--- src/rtl/neuron_row_sequencer_pkg.sv ---
// Shared definitions for the neuron row sequencer: image geometry, datapath widths
// and the sequencer state type.
package neuron_row_sequencer_pkg;

    localparam int unsigned NUM_ROWS     = 28;
    localparam int unsigned PIXEL_W      = 10;
    localparam int unsigned WEIGHT_W     = 19;
    localparam int unsigned BETA_W       = 19;
    localparam int unsigned PIXEL_ROW_W  = NUM_ROWS * PIXEL_W;   // 280
    localparam int unsigned WEIGHT_ROW_W = NUM_ROWS * WEIGHT_W;  // 532

    typedef enum logic [2:0] {
        IDLE,
        CLEAR,
        ACCUM,
        DRAIN,
        BIAS,
        ACT,
        DONE
    } seqState_t;

endpackage

--- src/rtl/neuron_row_sequencer_if.sv ---
// Start/result handshake plus accumulator control bundle between the row
// sequencer (master) and the neuron datapath / result consumer (slave).
interface neuron_row_sequencer_if #(
    parameter int unsigned SEL_W = 5
);

    logic             Input_Valid;
    logic             Out_Ready;
    logic             Input_Ready;
    logic [SEL_W-1:0] Row_Select;
    logic             Acc_Clear;
    logic             Acc_En;
    logic             Bias_En;
    logic             Act_En;
    logic             Busy;
    logic             Out_Valid;
    logic [15:0]      Eval_Count;

    modport master (
        input  Input_Valid, Out_Ready,
        output Input_Ready, Row_Select, Acc_Clear, Acc_En, Bias_En,
               Act_En, Busy, Out_Valid, Eval_Count
    );

    modport slave (
        output Input_Valid, Out_Ready,
        input  Input_Ready, Row_Select, Acc_Clear, Acc_En, Bias_En,
               Act_En, Busy, Out_Valid, Eval_Count
    );

endinterface

--- src/rtl/neuron_row_sequencer.sv ---
// Moore FSM sequencing one neuron evaluation over the image rows: clear, per-row
// accumulate, pipeline drain, bias add, activation capture and result handshake.
module neuron_row_sequencer #(
    parameter int unsigned NUM_ROWS = 28,
    parameter int unsigned SEL_W    = 5,
    parameter int unsigned PIPE_LAT = 2,
    parameter int unsigned DRAIN_W  = 3
) (
    input  logic                    clk,
    input  logic                    GlobalReset,
    neuron_row_sequencer_if.master  seqIf
);

    import neuron_row_sequencer_pkg::*;

    localparam logic [SEL_W-1:0]   LAST_ROW   = SEL_W'(NUM_ROWS - 1);
    localparam logic [DRAIN_W-1:0] DRAIN_INIT = (PIPE_LAT == 0) ? '0 : DRAIN_W'(PIPE_LAT - 1);

    seqState_t          state, stateNext;
    logic [SEL_W-1:0]   rowCnt, rowNext;
    logic [DRAIN_W-1:0] drainCnt, drainNext;
    logic [15:0]        evalCnt, evalNext;

    always_ff @(posedge clk) begin
        if (!GlobalReset) begin
            state    <= IDLE;
            rowCnt   <= '0;
            drainCnt <= '0;
            evalCnt  <= '0;
        end else begin
            state    <= stateNext;
            rowCnt   <= rowNext;
            drainCnt <= drainNext;
            evalCnt  <= evalNext;
        end
    end

    always_comb begin
        stateNext = state;
        rowNext   = rowCnt;
        drainNext = drainCnt;
        evalNext  = evalCnt;
        unique case (state)
            IDLE:  if (seqIf.Input_Valid) stateNext = CLEAR;
            CLEAR: begin
                stateNext = ACCUM;
                rowNext   = '0;
            end
            ACCUM: begin
                if (rowCnt == LAST_ROW) begin
                    rowNext = '0;
                    // With no MAC pipeline there is nothing to drain.
                    if (PIPE_LAT == 0) begin
                        stateNext = BIAS;
                    end else begin
                        stateNext = DRAIN;
                        drainNext = DRAIN_INIT;
                    end
                end else begin
                    rowNext = rowCnt + 1'b1;
                end
            end
            DRAIN: begin
                if (drainCnt == '0) stateNext = BIAS;
                else                drainNext = drainCnt - 1'b1;
            end
            BIAS:  stateNext = ACT;
            ACT: begin
                stateNext = DONE;
                evalNext  = evalCnt + 16'd1;
            end
            DONE:  if (seqIf.Out_Ready) stateNext = IDLE;
            default: begin
                stateNext = IDLE;
                rowNext   = '0;
                drainNext = '0;
            end
        endcase
    end

    // Outputs decode from registered state only; Row_Select is forced to 0 outside ACCUM.
    assign seqIf.Input_Ready = (state == IDLE);
    assign seqIf.Busy        = (state != IDLE);
    assign seqIf.Row_Select  = (state == ACCUM) ? rowCnt : '0;
    assign seqIf.Acc_Clear   = (state == CLEAR);
    assign seqIf.Acc_En      = (state == ACCUM);
    assign seqIf.Bias_En     = (state == BIAS);
    assign seqIf.Act_En      = (state == ACT);
    assign seqIf.Out_Valid   = (state == DONE);
    assign seqIf.Eval_Count  = evalCnt;

endmodule
--- src/flat_wrapper.sv ---
// flat-port wrapper written by rule: the top's interface ports become plain ports
module neuron_row_sequencer_flat import neuron_row_sequencer_pkg::*;
#(
    parameter int unsigned NUM_ROWS = 28,
    parameter int unsigned SEL_W    = 5,
    parameter int unsigned PIPE_LAT = 2,
    parameter int unsigned DRAIN_W  = 3
)
  (clk, GlobalReset, seqIf_Input_Valid, seqIf_Out_Ready, seqIf_Input_Ready, seqIf_Row_Select, seqIf_Acc_Clear, seqIf_Acc_En, seqIf_Bias_En, seqIf_Act_En, seqIf_Busy, seqIf_Out_Valid, seqIf_Eval_Count);
  neuron_row_sequencer_if #(.SEL_W(SEL_W)) seqIf_i ();
  input  logic clk;
  input  logic GlobalReset;
  input wire logic [$bits(seqIf_i.Input_Valid)-1:0] seqIf_Input_Valid;
  input wire logic [$bits(seqIf_i.Out_Ready)-1:0] seqIf_Out_Ready;
  output wire logic [$bits(seqIf_i.Input_Ready)-1:0] seqIf_Input_Ready;
  output wire logic [$bits(seqIf_i.Row_Select)-1:0] seqIf_Row_Select;
  output wire logic [$bits(seqIf_i.Acc_Clear)-1:0] seqIf_Acc_Clear;
  output wire logic [$bits(seqIf_i.Acc_En)-1:0] seqIf_Acc_En;
  output wire logic [$bits(seqIf_i.Bias_En)-1:0] seqIf_Bias_En;
  output wire logic [$bits(seqIf_i.Act_En)-1:0] seqIf_Act_En;
  output wire logic [$bits(seqIf_i.Busy)-1:0] seqIf_Busy;
  output wire logic [$bits(seqIf_i.Out_Valid)-1:0] seqIf_Out_Valid;
  output wire logic [$bits(seqIf_i.Eval_Count)-1:0] seqIf_Eval_Count;
  assign seqIf_i.Input_Valid = seqIf_Input_Valid;
  assign seqIf_i.Out_Ready = seqIf_Out_Ready;
  assign seqIf_Input_Ready = seqIf_i.Input_Ready;
  assign seqIf_Row_Select = seqIf_i.Row_Select;
  assign seqIf_Acc_Clear = seqIf_i.Acc_Clear;
  assign seqIf_Acc_En = seqIf_i.Acc_En;
  assign seqIf_Bias_En = seqIf_i.Bias_En;
  assign seqIf_Act_En = seqIf_i.Act_En;
  assign seqIf_Busy = seqIf_i.Busy;
  assign seqIf_Out_Valid = seqIf_i.Out_Valid;
  assign seqIf_Eval_Count = seqIf_i.Eval_Count;
  neuron_row_sequencer #(.NUM_ROWS(NUM_ROWS), .SEL_W(SEL_W), .PIPE_LAT(PIPE_LAT), .DRAIN_W(DRAIN_W)) u_core (.clk(clk), .GlobalReset(GlobalReset), .seqIf(seqIf_i));
endmodule
--- config.mk ---
export PLATFORM = sky130hd
export DESIGN_NAME = neuron_row_sequencer_flat
export DESIGN_NICKNAME = d
export VERILOG_FILES = /design/src/rtl/neuron_row_sequencer_pkg.sv /design/src/rtl/neuron_row_sequencer_if.sv /design/src/rtl/neuron_row_sequencer.sv /design/src/flat_wrapper.sv
export SDC_FILE = /design/constraint.sdc
export NUM_CORES = 1
export LEC_CHECK = 0
export CAP_MARGIN = 0
export CORE_MARGIN = 2
export CORE_UTILIZATION = 49
export DETAILED_ROUTE_END_ITERATION = 16
export PLACE_DENSITY = 0.78
export SETUP_SLACK_MARGIN = 0.2
export SLEW_MARGIN = 15
export SYNTH_ARGS = -nofsm -noshare
export SYNTH_HDL_FRONTEND = slang
export SYNTH_SLANG_ARGS = --single-unit
--- constraint.sdc ---
create_clock -name clk -period 2 [get_ports clk]
set_clock_uncertainty 0.2 [all_clocks]
set_input_delay 0.2 -clock clk [delete_from_list [all_inputs] [get_ports clk]]
set_output_delay 0.2 -clock clk [all_outputs]
set_load 0.01 [all_outputs]
* Word level (Yosys, flattened, before mapping)
Cells that the tools add are included. Widths: inputs -> output; s select.
Storage, ports and cells: input port bits 4, output and inout bits 28, word-level logic and storage cells 38, register bits after elaboration 27
Operators by class: reduce and logical (&&, ||, !) cells 7, eq/ne operators 12, add/sub/neg operators 3, mux-type cells 11, bitwise logic cells 1
Operator list (count):
- $pmux 3 s7 | 1
- $mux 3 | 6
- $add 16x1->16 const B | 1
- $mux 5 | 2
- $pmux 5 s2 | 1
- $reduce_or 5->1 | 2
- $eq 3x3->1 const B | 3
- $pmux 3 s3 | 1
- $eq 3x2->1 const B | 2
- $logic_not 3->1 | 2
- $ne 2x2->1 const B | 3
- $add 5x1->5 const B | 1
- $eq 5x5->1 const B | 1
- $ne 2x1->1 const B | 2
- $reduce_and 4->1 | 1
- $eq 3x1->1 const B | 1
- $reduce_and 3->1 | 1
- $reduce_bool 3->1 | 1
- $sub 3x1->3 const B | 1
- $not 1->1 | 1

* Depth between registers and ports, before layout
Gate-level depths: netlist (run 1).
depth in word-level cells 4, gate-level depth with buffers 6, gate-level depth less buffers 6

* Least setup slack after synthesis (run 1)
Ideal clock, no wire load.
kind reg2reg, start point reg u_core.state[2], end point reg u_core.rowCnt[3], setup slack 336 ps, library setup time 70 ps, required time 1730 ps, period minus slack after synthesis 1664 ps, path buffers 1, data arrival time 1394 ps, stages on the path, launching flop included 6, cells stage by stage dfxtp_1 -> buf_2 -> nor3b_2 -> nand2b_2 -> o31a_1 -> a21oi_1
Between the ends: elaborated cells between the ends (all ways) 8, those cells by class eq/ne: 5; mux: 1; reduce/logical: 2
RTL lines:
- start: declaration | line neuron_row_sequencer.sv:19 | seqState_t state, stateNext;
- start signal: assignment | line neuron_row_sequencer.sv:31 | state <= stateNext;
- $eq 3x2->1
- net seqIf_Acc_En | line flat_wrapper.sv:18 | output wire logic [$bits(seqIf_i.Acc_En)-1:0] seqIf_Acc_En;
- $pmux 5 s2 | line neuron_row_sequencer.sv:43 | unique case (state)
- end signal: assignment | line neuron_row_sequencer.sv:32 | rowCnt <= rowNext;
- end: declaration | line neuron_row_sequencer.sv:20 | logic [SEL_W-1:0] rowCnt, rowNext;
The timed path passes the listed nets, and every way through them passes these cells. A chain may end at the register's enable or synchronous reset.

* Final worst setup path (run 1)
start point reg u_core.state[1], end point out seqIf_Busy
Between the ends: cells in the longest elaborated chain, start to end 1
Ends and longest elaborated chain:
- $reduce_bool 3->1 | line neuron_row_sequencer.sv:83 | assign seqIf.Busy = (state != IDLE);
- end: declaration | line flat_wrapper.sv:21 | output wire logic [$bits(seqIf_i.Busy)-1:0] seqIf_Busy;
Every way passes these cells.

==> results of run 1 <==
[power groups by stage]
stage | sequential, mW | clock [mW] | combinational [mW]
final | 0.560 | 0.255 | 0.186
after global routing | 0.561 | 0.279 | 0.199
after CTS | 0.560 | 0.261 | 0.163
after detailed placement | 0.575 | 0 | 0.145
after global placement | 0.574 | 0 | 0.142
after floorplan | 0.566 | 0 | 0.0911
[area by class of cell]
| type | instances | area (sq um) |
|---|---|---|
| clock buffers | 3 | 22.5 |
| clock inverters | 1 | 7.51 |
| fillers | 220 | 817 |
| inverters | 10 | 37.5 |
| multi-input cells | 129 | 851 |
| flip-flops and latches | 27 | 562 |
| well taps | 31 | 38.8 |
| repair buffers | 51 | 422 |
[routing by layer]
metal	track usage	up-vias
li1	-	706
met1	0.299	674
met2	0.356	49
met3	0.0335	12
met4	0.103	0
met5	0	-
[repair_timing]
item / in CTS / in global routing
pin swaps: 0 / 3
endpoints found under the setup margin: 20 / 26
buffers inserted: 6 / 4
cloned: 1 / 0
resized for setup: 27 / 38
[worst max-delay path by stage]
| stage | startpoint | endpoint | cells after the start |
|---|---|---|---|
| 2_1_floorplan | u_core.state[2] | u_core.rowCnt[3] | 5 |
| 3_5_place_dp | u_core.state[1] | seqIf_Row_Select[1] | 4 |
| 6_report | u_core.state[1] | seqIf_Busy | 3 |
| 4_1_cts | u_core.state[1] | seqIf_Row_Select[1] | 4 |
| 5_1_grt | u_core.state[1] | seqIf_Busy | 3 |
| 3_3_place_gp | u_core.state[1] | seqIf_Row_Select[1] | 4 |
[cells in the final DEF (no fill, tap or decap), types with 3 or more instances in the layout]
| cell | count |
|---|---|
| a21oi_1 | 10 |
| and2_1 | 5 |
| buf_2 | 3 |
| buf_4 | 17 |
| clkbuf_2 | 7 |
| clkbuf_4 | 3 |
| clkdlybuf4s50_1 | 18 |
| dfxtp_1 | 16 |
| dfxtp_2 | 8 |
| dfxtp_4 | 3 |
| ha_1 | 4 |
| inv_1 | 10 |
| nand2_1 | 14 |
| nand3_1 | 7 |
| nand4_1 | 3 |
| nor2_1 | 18 |
| nor3_1 | 3 |
| o21ai_0 | 7 |
| or3_1 | 6 |
| xnor2_1 | 4 |
| xor2_1 | 6 |
[kinds of logic (layout without fill, tap and decap cells)]
family / Yosys count / in the layout / share of synthesized area
simple gates: 79 / 79 / 0.300
buf+inv: 20 / 65 / 0.0586
fa+ha+maj: 4 / 4 / 0.0350
compound gates: 33 / 33 / 0.145
xor+xnor: 10 / 10 / 0.0612
mux: 3 / 3 / 0.0219
flops: 27 / 27 / 0.378
[state kept, by name (all words and copies together), names as in the netlist]
signal	count
u_core.seqIf.Eval_Count	16
u_core.rowCnt	5
u_core.drainCnt	3
u_core.state	3
[stage by stage]
| step | hold slack, ns | setup slack (ns) | utilization |
|---|---|---|---|
| 2_1_floorplan | 0.217 | 0.336 | - |
| 3_3_place_gp | 0.249 | 0.139 | 0.653 |
| 3_5_place_dp | 0.265 | 0.102 | 0.653 |
| 4_1_cts | 0.284 | 0.106 | 0.687 |
| 5_1_grt | 0.315 | 0.136 | 0.704 |
| 6_report | 0.277 | 0.172 | 0.704 |
[worst max-delay path, delay by kind of cell (launching register included)]
kind	cells	cell delay (ns)
DFF	1	0.39
and+or+nand+nor	1	0.32
buffers and inverters	2	0.38
==> impl_metrics.json, run 1 <==
{
  "status": "finished clean",
  "met2_length_um": 1800,
  "netlist_area_sq_um": 1430,
  "drt_iter0_drc": 69,
  "rows": 19,
  "power.switching_mw": 0.279,
  "fmax_mhz": 547,
  "r2r_start": "u_core.state[0]",
  "endpoint_kind": "primary output",
  "place_hpwl_um": 2500,
  "layout.nets": 230,
  "max-slew-margin-rel": 0.780,
  "cts_tree": "done",
  "clk_pin_slew_ns": 0.15,
  "cts-root-buf": "clkbuf_4",
  "top_layer_used": "met4",
  "cts.htree.levels": 1,
  "path_max_fanout": 5,
  "place_area_sq_um": 1800,
  "synth_top_cell_by_area": "dfxtp_1",
  "clock-sinks": 27,
  "die_h_um": 58.0,
  "yosysWarnings": 0,
  "min_to": "u_core.drainCnt[1]",
  "start_kind": "register",
  "cp_slowest_cell": "dfxtp_4",
  "yosys-top-cells-count": "27 x dfxtp_1, 19 x nor2_1, 15 x nand2_1",
  "ir_drop_mv": 0.522,
  "first_pass_iters": 4,
  "cp.required_ns": 1.60,
  "grt_usage": 0.223,
  "die_x_um": 58.0,
  "synth-edff-count": 0,
  "min_from": "u_core.drainCnt[1]",
  "ys_seq_elements": 27,
  "p_leak_nw": 0.753,
  "synth.area.top_cells": "dfxtp_1 38%, nor2_1 5.0%, nand2_1 3.9%",
  "maxCapViolCount": 0,
  "seq_power_share": 0.560,
  "drt-met1-wl_um": 1610,
  "antenna_found_initial": 0,
  "fp.coreArea_sq_um": 2760,
  "antenna_cells": 0,
  "tightest_slew_ns": 0.329,
  "crit_type": "register to primary output",
  "dieArea_sq_um": 3370,
  "grt_pass1_wl_um": 5890,
  "fin_crit_sh": 0.914,
  "syn_inst": 176,
  "rrSetupSlack_ns": 0.20,
  "holdPathStages": 2,
  "pwr-share-comb": 0.186,
  "cts_max_path_buffers": 2,
  "gp_congestion": 0.912,
  "synth_ff_type": "dfxtp_1",
  "tns_ns": 0,
  "grt_pass1_vias": 1319,
  "p_total_mw": 1.00,
  "ioPinCount": 32,
  "finalMaxSlewViolations": 0,
  "wl_per_cell_um": 14.5,
  "avgSynthCellArea_sq_um": 8.13,
  "drt-total-wl_um": 3640,
  "synth-async-reset-ratio": 0,
  "rsz0062_at_grt": "true",
  "hold_path_class": "register to register",
  "cp_data_arrival_time_ns": 1.43,
  "fin_area_sq_um": 1940,
  "cts_made_buffers": 3,
  "grt_max_degree": 18,
  "vias": 1441,
  "placed_cells": 237,
  "p_sw_frac": 0.279,
  "overflow": 0,
  "r2r_cells": 6,
  "drive_gt1_frac": 0.271,
  "critPathMaxStageDelay_ns": 0.39,
  "r2r-end": "u_core.rowCnt[0]",
  "powerDensity_nw_per_um2": 515,
  "viasPerCell": 5.72,
  "routed-wl-met3_um": 146,
  "initial_core_util": 0.519,
  "detail-route-antenna-nets": 0,
  "synth_cell_types": 46,
  "intPower_mw": 0.721,
  "io_buffers": 31,
  "seq_area_frac_synth": 0.378,
  "synth_top_area_frac": 0.378,
  "drc": 0,
  "hold_viol_final": 0,
  "layout.cells.non_filler": 252,
  "syn_nets": 184,
  "yosysMostFrequentCell": "dfxtp_1",
  "clockPowerShare": 0.254,
  "hold_buffers": 0,
  "fin_crit_ns": 1.83,
  "finalSetupViolCount": 0,
  "clk_latency_ns": 0.33,
  "worstPathCellList": "buf_4 > or3_4 > clkdlybuf4s15_1",
  "area_growth_pct": 35.7
}
Note: power is estimated with default switching activity, not from simulation.
==> inputs of run 2 (changes only) <==
- CAP_MARGIN: 0 -> default
- CORE_MARGIN: 2 -> 8
- SETUP_SLACK_MARGIN: 0.2 -> default
==> run 2 against run 1 <==
Against the previous run:
- register-to-register slack worse by 0.04 ns
- final cell count is 2.4% lower
- design area down 3.6%
==> impl_metrics.json, run 2 (same netlist as run 1, synthesis figures left out) <==
{
  "largest_reg_flops": 16,
  "p_leak_nw": 0.728,
  "setup_slack_ns": 0.0881,
  "antenna_found_initial": 0,
  "fin_area_sq_um": 1870,
  "area_growth_pct": 30.8,
  "endpoint_kind": "primary output",
  "worstPathCellList": "nor3b_4 > buf_6 > and2_1 > dlygate4sd2_1",
  "hold_path_class": "register to register",
  "whs_ns": 0.282,
  "cp_slowest_cell": "dfxtp_4",
  "p_total_mw": 0.974,
  "final_common_cell": "dfxtp_1",
  "cp_data_arrival_time_ns": 1.51,
  "wl_per_cell_um": 14.3,
  "drt_iter0_drc": 78,
  "cts-root-buf": "clkbuf_4",
  "crit_type": "register to primary output",
  "nFillCells": 234,
  "layout.cells.non_filler": 246,
  "cts_made_buffers": 3,
  "path_buf_inv": 2,
  "cts.htree.levels": 1,
  "overflow": 0,
  "fin_crit_ns": 1.91,
  "gp_congestion": 0.787,
  "antenna_cells": 0,
  "fin_crit_sh": 0.956,
  "hold_buffers": 0,
  "dp_slack_ns": 0.0781,
  "die_h_um": 70.0,
  "io_buffers": 31,
  "final_util": 0.678,
  "die_x_um": 70.0,
  "placed_cells": 238,
  "cts_max_path_buffers": 2,
  "fp.coreArea_sq_um": 2760,
  "rows": 19,
  "grt_pass1_vias": 1339,
  "maxCapViolCount": 0,
  "status": "finished clean",
  "dieArea_sq_um": 4900,
  "ir_drop_mv": 0.388,
  "powerDensity_nw_per_um2": 521,
  "place_area_sq_um": 1810,
  "tightest_slew_ns": 0.443,
  "ioPinCount": 32,
  "max-slew-margin-rel": 0.702,
  "vias": 1378,
  "layout_common_cells": "24 x dfxtp_1, 19 x nor2_1, 19 x clkdlybuf4s50_1",
  "viasPerCell": 5.60,
  "cpLargestDelayFamily": "buffers and inverters",
  "first_pass_iters": 4,
  "start_kind": "register",
  "cts_tree": "done",
  "layout.nets": 224,
  "finalMaxSlewViolations": 0,
  "rsz0062_at_grt": "false",
  "grt_max_degree": 18,
  "clk_pin_slew_ns": 0.16,
  "drive_gt1_frac": 0.130,
  "grt_usage": 0.143,
  "path_max_fanout": 7,
  "cp.required_ns": 1.60,
  "critPathMaxStageDelay_ns": 0.41,
  "drt-total-wl_um": 3510,
  "detail-route-antenna-nets": 0,
  "hold_viol_final": 0,
  "grt_pass1_wl_um": 6010,
  "initial_core_util": 0.519,
  "finalSetupViolCount": 0,
  "place_hpwl_um": 2690,
  "clk_latency_ns": 0.33,
  "tns_ns": 0,
  "fmax_mhz": 523,
  "clock-sinks": 27,
  "drc": 0
}
## run 2: cell types whose count changed in the layout (fill, tap and decap cells not counted), moves of 2 or more
cell             before  now
clkbuf_2              7    1
dfxtp_2               8    0
dlygate4sd2_1         1   11
buf_2                 3    0
clkdlybuf4s15_1       2    0
buf_4                17   13
dfxtp_1              16   24
## run 2: per-layer routing
metal  GRT usage  vias up  part of all wire
li1            -      692                 -
met1       0.167      659              0.44
met2       0.246       21              0.50
met3      0.0325        6             0.038
met4      0.0536        0             0.021
met5           0        -                 0
## run 2: area by class of cell
type,instances,area (sq um),share of cell area
clock buffers,3,22.5,0.0120
clock inverters,1,7.51,0.00401
inverters,10,37.5,0.0201
multi-input cells,129,812,0.434
flip-flops and latches,27,552,0.295
well taps,31,38.8,0.0207
repair buffers,45,400,0.214
## run 2: worst paths after layout
path                           start                   to  slack, ns  depth (start not counted)
hold reg to reg   u_core.drainCnt[1]   u_core.drainCnt[1]       0.28                          2
hold / removal    u_core.drainCnt[1]   u_core.drainCnt[1]       0.28                          2
setup reg to reg  u_core.drainCnt[0]   u_core.drainCnt[0]       0.16                          6
setup / recovery     u_core.state[1]  seqIf_Row_Select[1]       0.09                          4
## run 2: worst min-delay path, delay by kind of cell, from the launching register on
family / cells / cell delay (ns)
muxes: 1 / 0.06
and+or+nand+nor: 1 / 0.05
DFF: 1 / 0.34
## run 2: timing repair
action,in CTS,in global routing
endpoints found under the hold margin,0,0
gates resized for setup,19,3
buffers inserted,3,1
endpoints found under the setup margin,12,2
pin swaps,1,0
## run 2: power breakdown
part | internal, mW | switching, mW | leakage [nW]
registers | 0.547 | 0.0138 | 0.220
logic | 0.0838 | 0.0805 | 0.494
clock network | 0.0767 | 0.172 | 0.0139
